## src/rtl/piso_pkg.sv

```systemverilog
// Shared types and helpers for the PISO serializer slice.
// Optional parity stage is enabled by defining PISO_PARITY_EN.
package piso_pkg;

  localparam int DEFAULT_WIDTH = 4;
  localparam int MAX_WIDTH     = 16;

  typedef logic [1:0] state_t;

  localparam state_t ST_IDLE   = 2'd0;
  localparam state_t ST_SHIFT  = 2'd1;
  localparam state_t ST_PARITY = 2'd2;
  localparam state_t ST_DONE   = 2'd3;

  function automatic int cnt_width(input int width);
    return $clog2(width + 1);
  endfunction

  function automatic logic even_parity(input logic [MAX_WIDTH-1:0] word);
    return ^word;
  endfunction

endpackage

```

## src/rtl/piso_bit_counter.sv

```systemverilog
// Bit counter for the serializer: clears on load, counts emitted bits,
// and flags the tick that emits the final data bit.
module piso_bit_counter
  import piso_pkg::*;
#(
  parameter int WIDTH = DEFAULT_WIDTH
) (
  input  logic clk,
  input  logic reset,
  input  logic clk_en,
  input  logic clr,
  input  logic inc,
  output logic last
);

  localparam int CW = cnt_width(WIDTH);
  localparam logic [CW-1:0] LAST_COUNT = CW'(WIDTH - 1);

  logic [CW-1:0] count_r;

  // Count register: sized for WIDTH so it never wraps inside a word
  always_ff @(posedge clk) begin
    if (!reset) begin
      count_r <= {CW{1'b0}};
    end else if (clk_en) begin
      if (clr) begin
        count_r <= {CW{1'b0}};
      end else if (inc) begin
        count_r <= count_r + CW'(1);
      end else begin
        count_r <= count_r;
      end
    end else begin
      count_r <= count_r;
    end
  end

  assign last = (count_r == LAST_COUNT);

endmodule

```

## src/rtl/piso_serializer.sv

```systemverilog
// Parallel-in/serial-out transmitter, LSB first, with sh_en strobes.
// Define PISO_PARITY_EN to append an even-parity tick after the data bits.
module piso_serializer
  import piso_pkg::*;
#(
  parameter int WIDTH = DEFAULT_WIDTH
) (
  input  logic             clk,
  input  logic             reset,
  input  logic             clk_en,
  input  logic             load,
  input  logic [WIDTH-1:0] din,
  output logic             ready,
  output logic             ser_out,
  output logic             sh_en,
  output logic             done,
  output logic             par_out
);

  state_t           state_r;
  logic [WIDTH-1:0] sreg_r;
  logic             ready_r;
  logic             ser_r;
  logic             sh_r;
  logic             done_r;
  logic             cnt_clr_s;
  logic             cnt_inc_s;
  logic             cnt_last_s;

`ifdef PISO_PARITY_EN
  logic                 par_r;
  logic                 parity_r;
  logic [MAX_WIDTH-1:0] din_ext_s;

  // Zero-extend din so the package parity helper works for any WIDTH
  always_comb begin
    din_ext_s              = {MAX_WIDTH{1'b0}};
    din_ext_s[WIDTH-1:0]   = din;
  end
`endif

  assign cnt_clr_s = (state_r == ST_IDLE) && load;
  assign cnt_inc_s = (state_r == ST_SHIFT);

  piso_bit_counter #(.WIDTH(WIDTH)) u_bit_counter (
    .clk    (clk),
    .reset  (reset),
    .clk_en (clk_en),
    .clr    (cnt_clr_s),
    .inc    (cnt_inc_s),
    .last   (cnt_last_s)
  );

  // Main FSM and output registers; DONE spends two ticks (pulse, then release)
  always_ff @(posedge clk) begin
    if (!reset) begin
      state_r  <= ST_IDLE;
      sreg_r   <= {WIDTH{1'b0}};
      ready_r  <= 1'b1;
      ser_r    <= 1'b0;
      sh_r     <= 1'b0;
      done_r   <= 1'b0;
`ifdef PISO_PARITY_EN
      par_r    <= 1'b0;
      parity_r <= 1'b0;
`endif
    end else if (clk_en) begin
      case (state_r)
        ST_IDLE: begin
          if (load) begin
            sreg_r  <= din;
            ready_r <= 1'b0;
            state_r <= ST_SHIFT;
`ifdef PISO_PARITY_EN
            parity_r <= even_parity(din_ext_s);
`endif
          end
        end
        ST_SHIFT: begin
          ser_r  <= sreg_r[0];
          sh_r   <= 1'b1;
          sreg_r <= {1'b0, sreg_r[WIDTH-1:1]};
          if (cnt_last_s) begin
`ifdef PISO_PARITY_EN
            state_r <= ST_PARITY;
`else
            state_r <= ST_DONE;
`endif
          end
        end
`ifdef PISO_PARITY_EN
        ST_PARITY: begin
          ser_r   <= parity_r;
          sh_r    <= 1'b0;
          par_r   <= 1'b1;
          state_r <= ST_DONE;
        end
`endif
        ST_DONE: begin
          if (!done_r) begin
            done_r <= 1'b1;
            sh_r   <= 1'b0;
            ser_r  <= 1'b0;
`ifdef PISO_PARITY_EN
            par_r  <= 1'b0;
`endif
          end else begin
            done_r  <= 1'b0;
            ready_r <= 1'b1;
            state_r <= ST_IDLE;
          end
        end
        default: begin
          state_r <= ST_IDLE;
        end
      endcase
    end
  end

  assign ready   = ready_r;
  assign ser_out = ser_r;
  assign sh_en   = sh_r;
  assign done    = done_r;
`ifdef PISO_PARITY_EN
  assign par_out = par_r;
`else
  assign par_out = 1'b0;
`endif

endmodule

```

## config.mk

```make
export PLATFORM = sky130hd
export DESIGN_NAME = piso_serializer
export DESIGN_NICKNAME = d
export VERILOG_FILES = /design/src/rtl/piso_pkg.sv /design/src/rtl/piso_bit_counter.sv /design/src/rtl/piso_serializer.sv
export SDC_FILE = /design/constraint.sdc
export NUM_CORES = 1
export LEC_CHECK = 0
export ABC_AREA = 1
export ABC_CLOCK_PERIOD_IN_PS = 2200
export CAP_MARGIN = 20
export CORE_MARGIN = 2
export CORE_UTILIZATION = 35
export CTS_CLUSTER_DIAMETER = 80
export CTS_CLUSTER_SIZE = 8
export DETAILED_ROUTE_END_ITERATION = 10
export HOLD_SLACK_MARGIN = 0.1
export PLACE_DENSITY = 0.56
export SKIP_LAST_GASP = 1
export SYNTH_ARGS = -nofsm -noshare
export SYNTH_HDL_FRONTEND = slang
export SYNTH_HIERARCHICAL = 1
export SYNTH_SLANG_ARGS = --single-unit
```

## constraint.sdc

```tcl
create_clock -name clk -period 2.2 [get_ports clk]
set_input_delay 0.44 -clock clk [delete_from_list [all_inputs] [get_ports clk]]
set_output_delay 0.44 -clock clk [all_outputs]
set_load 0.01 [all_outputs]
```

==> metrics.md <==
| Metric | Value |
|---|---|
| Postcts setup bufs | 0 |
| Hold slack | 0.464 ns |
| Final setup vio count | 0 |
| Initial Util | 36.5% |
| Synth Flop Type | dfxtp_1 |
| Synthesized Nets | 116 |
| Total gr overflow | 0 |
| DRT iter0 DRCs | 7 |
| CTS Buffer Depth | 2 |
| Status | completed |
| Routing usage on met1 | 14.6% |
| GR Util met2 | 19.6% |
| Clock Skew | 0.00389 ns |
| Area Growth Syn to Fin | 22.9% |
| Core box area | 0.00192 mm^2 |
| Total track usage | 11.9% |
| # rows | 16 |
| Slew Limit Fails | 0 |
| NumNets Final | 131 |
| Remaining antenna violation count | 0 |
| Maximum vdd drop | 358 uV |
| DP Wirelength | 1020 um |
| Synth Instances | 106 |
| I/O Pins | 13 |
| Hold Crit Depth | 2 |
| Placed instance count | 143 |
| PD cells | 684 mW/mm^2 |
| Root Buffer | clkbuf_4 |
| Worst EP arrival | 1.16 ns |
| R2R cell count | 8 |
| GPL Wtd Cong | 0.743 |
| CTS tree | yes |
| Worst r2r dst | u_bit_counter/count_r[1] |
| Synth area leaders | dfxtp_1, nand2_1, nor2_1 |
| Most common cell in the netlist | nand2_1 |
| Hold Startpoint | ser_out |
| Vias in the first global route | 526 |
| Post-Layout Cell Count | 147 |
| FF+latch count, synth | 13 |
| Worst hold endpoint | ser_out |
| Initial antenna violation count | 0 |
| Sequential share of the synthesized area | 37.1% |
| Mapped Area | 701 um^2 |
| Netlist cell types | 20 |
| Largest net degree at the start of global routing | 11 |
| Die footprint | 0.00238 mm^2 |
| CP top delay family | buffers and inverters |
| Number of antenna cells inserted | 0 |
| Met3 GRT Util | 2.78% |
| Filler cells | 227 |
| Fmax | 625 MHz |
| Final hold viol count | 0 |
| Total CTS buffers | 3 |
| Kind of end point of the critical path | output port |
| Commonest cells post-synth | nand2_1, nor2_1, dfxtp_1 |
| Yosys top cell by area | dfxtp_1 |
| Warnings, synthesis | 6 |
| MaxCap Viol Count | 0 |
| DRC | 0 |
| DR WL/cell | 8.71 um |
| Yosys top cell area share | 37.1% |
| Buffers on Ports | 11 |
| WP buf/inv | 1 |
| Crit path max-delay cell type | clkdlybuf4s50_1 |
| P_leak | 0.408 nW |
| Tcrit/Tclk final | 72.7% |
| Reg-to-Reg Start | state_r[0] |
| Max incr delay on CP | 0.54 ns |
| Detailed Routing Iterations Pass 1 | 4 |
| R2r setup slk | 0.90 ns |
| Global route hottest layer | met2 |
| Layout cells sized above 1 | 16.7% |
| Fin crit period | 1.60 ns |
| Routed wire length | 1280 um |
| Cts hold-fix bufs | 0 |
| Die Span X | 48.7 um |
| Crit path required time | 1.76 ns |
| Worst-path clk slew | 0.09 ns |
| First-pass GRT wire length | 2190 um |
| Clock Latency Late Sink | 0.27 ns |
| Die height | 48.7 um |
| Via count | 631 |
| RSZ-0062 raised after global routing | false |
| Post-synth EDFFs | 0 |
| Syn_area_per_cell | 6.61 um^2 |
| Critical Path Fanout Max | 2 |
| CTS H-tree depth | 1 |
| Critical Path Source Type | register |
| Sink Count | 13 |
| Crit Path Category | reg -> out |
| PostCTS Resize Cnt | 0 |
| Critical Path, Cell by Cell | clkdlybuf4s50_1 |
| Post-synth ARST share | 0% |
| Final TNS setup | 0 ns |
| Worst hold-check path type | reg -> reg |
| Vias per std cell | 4.29 |
sequential cells by signal (all words and copies together), names as in the netlist:
register and count:
ready 1, done 1, state_r 2, sh_en 1, u_bit_counter/count_r 3, ser_out 1
sreg_r 4
cells in the final DEF (no fill, tap or decap):
cell type | synthesis | final
a21boi_1 | 1 | 1
a21boi_4 | 1 | 1
a21oi_1 | 4 | 4
buf_4 | 1 | 1
clkbuf_4 | 0 | 3
clkdlybuf4s50_1 | 0 | 11
clkinv_2 | 0 | 1
conb_1 | 1 | 1
dfxtp_1 | 13 | 13
ha_1 | 2 | 2
inv_1 | 9 | 9
inv_2 | 9 | 9
nand2_1 | 27 | 27
nand2_2 | 1 | 1
nand2_4 | 1 | 1
nand3_1 | 9 | 9
nand4_1 | 1 | 1
nor2_1 | 18 | 18
nor2_2 | 3 | 3
o211ai_1 | 1 | 1
o21ai_0 | 2 | 2
o21ai_1 | 1 | 1
kinds of logic (layout without fill, tap and decap cells):
kind of cell	after synthesis	count (layout)	share of synthesized area, %
other	1	1	0.535
buffers and inverters	20	34	12.3
AOI/OAI and AO/OA	10	10	9.82
adders and majority gates	2	2	3.57
and+or+nand+nor	60	60	36.6
DFF	13	13	37.1
report_power, final:
part / leakage [nW] / switching, mW / internal, mW
logic: 0.283 / 0.0919 / 0.0672
clock network: 0.0177 / 0.0835 / 0.0673
registers: 0.107 / 0.0197 / 0.260
stage by stage:
step | utilization [%] | worst slack (ns) | total power [mW] | area, um^2
floorplan | - | 1.04 | 0.403 | 701
global placement | 43.4 | 0.428 | 0.443 | 833
detailed placement | 43.4 | 0.394 | 0.446 | 833
CTS | 44.8 | 0.577 | 0.600 | 861
global route | 44.8 | 0.530 | 0.637 | 861
finish | 44.8 | 0.601 | 0.589 | 861
cell type report:
type                            instances  area (um^2)  share of cell area [%]
Tap cell                               27         33.8                    3.92
Sequential cell                        13          260                    30.2
Clock buffer                            3         22.5                    2.62
Inverter                               18         67.6                    7.85
Multi-Input combinational cell         73          354                    41.1
Timing Repair Buffer                   12          118                    13.7
Clock inverter                          1         5.00                   0.581
per-layer routing:
metal / share of wire (%) / vias to the layer above
met5: 0 / -
met4: 1.1 / 0
met3: 2.6 / 2
met2: 47 / 7
met1: 49 / 273
li1: - / 349
how the worst max path moves through the flow:
stage | endpoint | depth (start not counted) | start | slack, ns
after floorplan | state_r[1] | 10 | u_bit_counter/count_r[0] | 1.04
after global placement | sreg_r[0] | 5 | clk_en | 0.43
after detailed placement | sreg_r[0] | 6 | clk_en | 0.39
after CTS | ready | 1 | ready | 0.58
after global routing | ready | 1 | ready | 0.53
final | ready | 1 | ready | 0.60
Power figures use the tool's default switching activity.
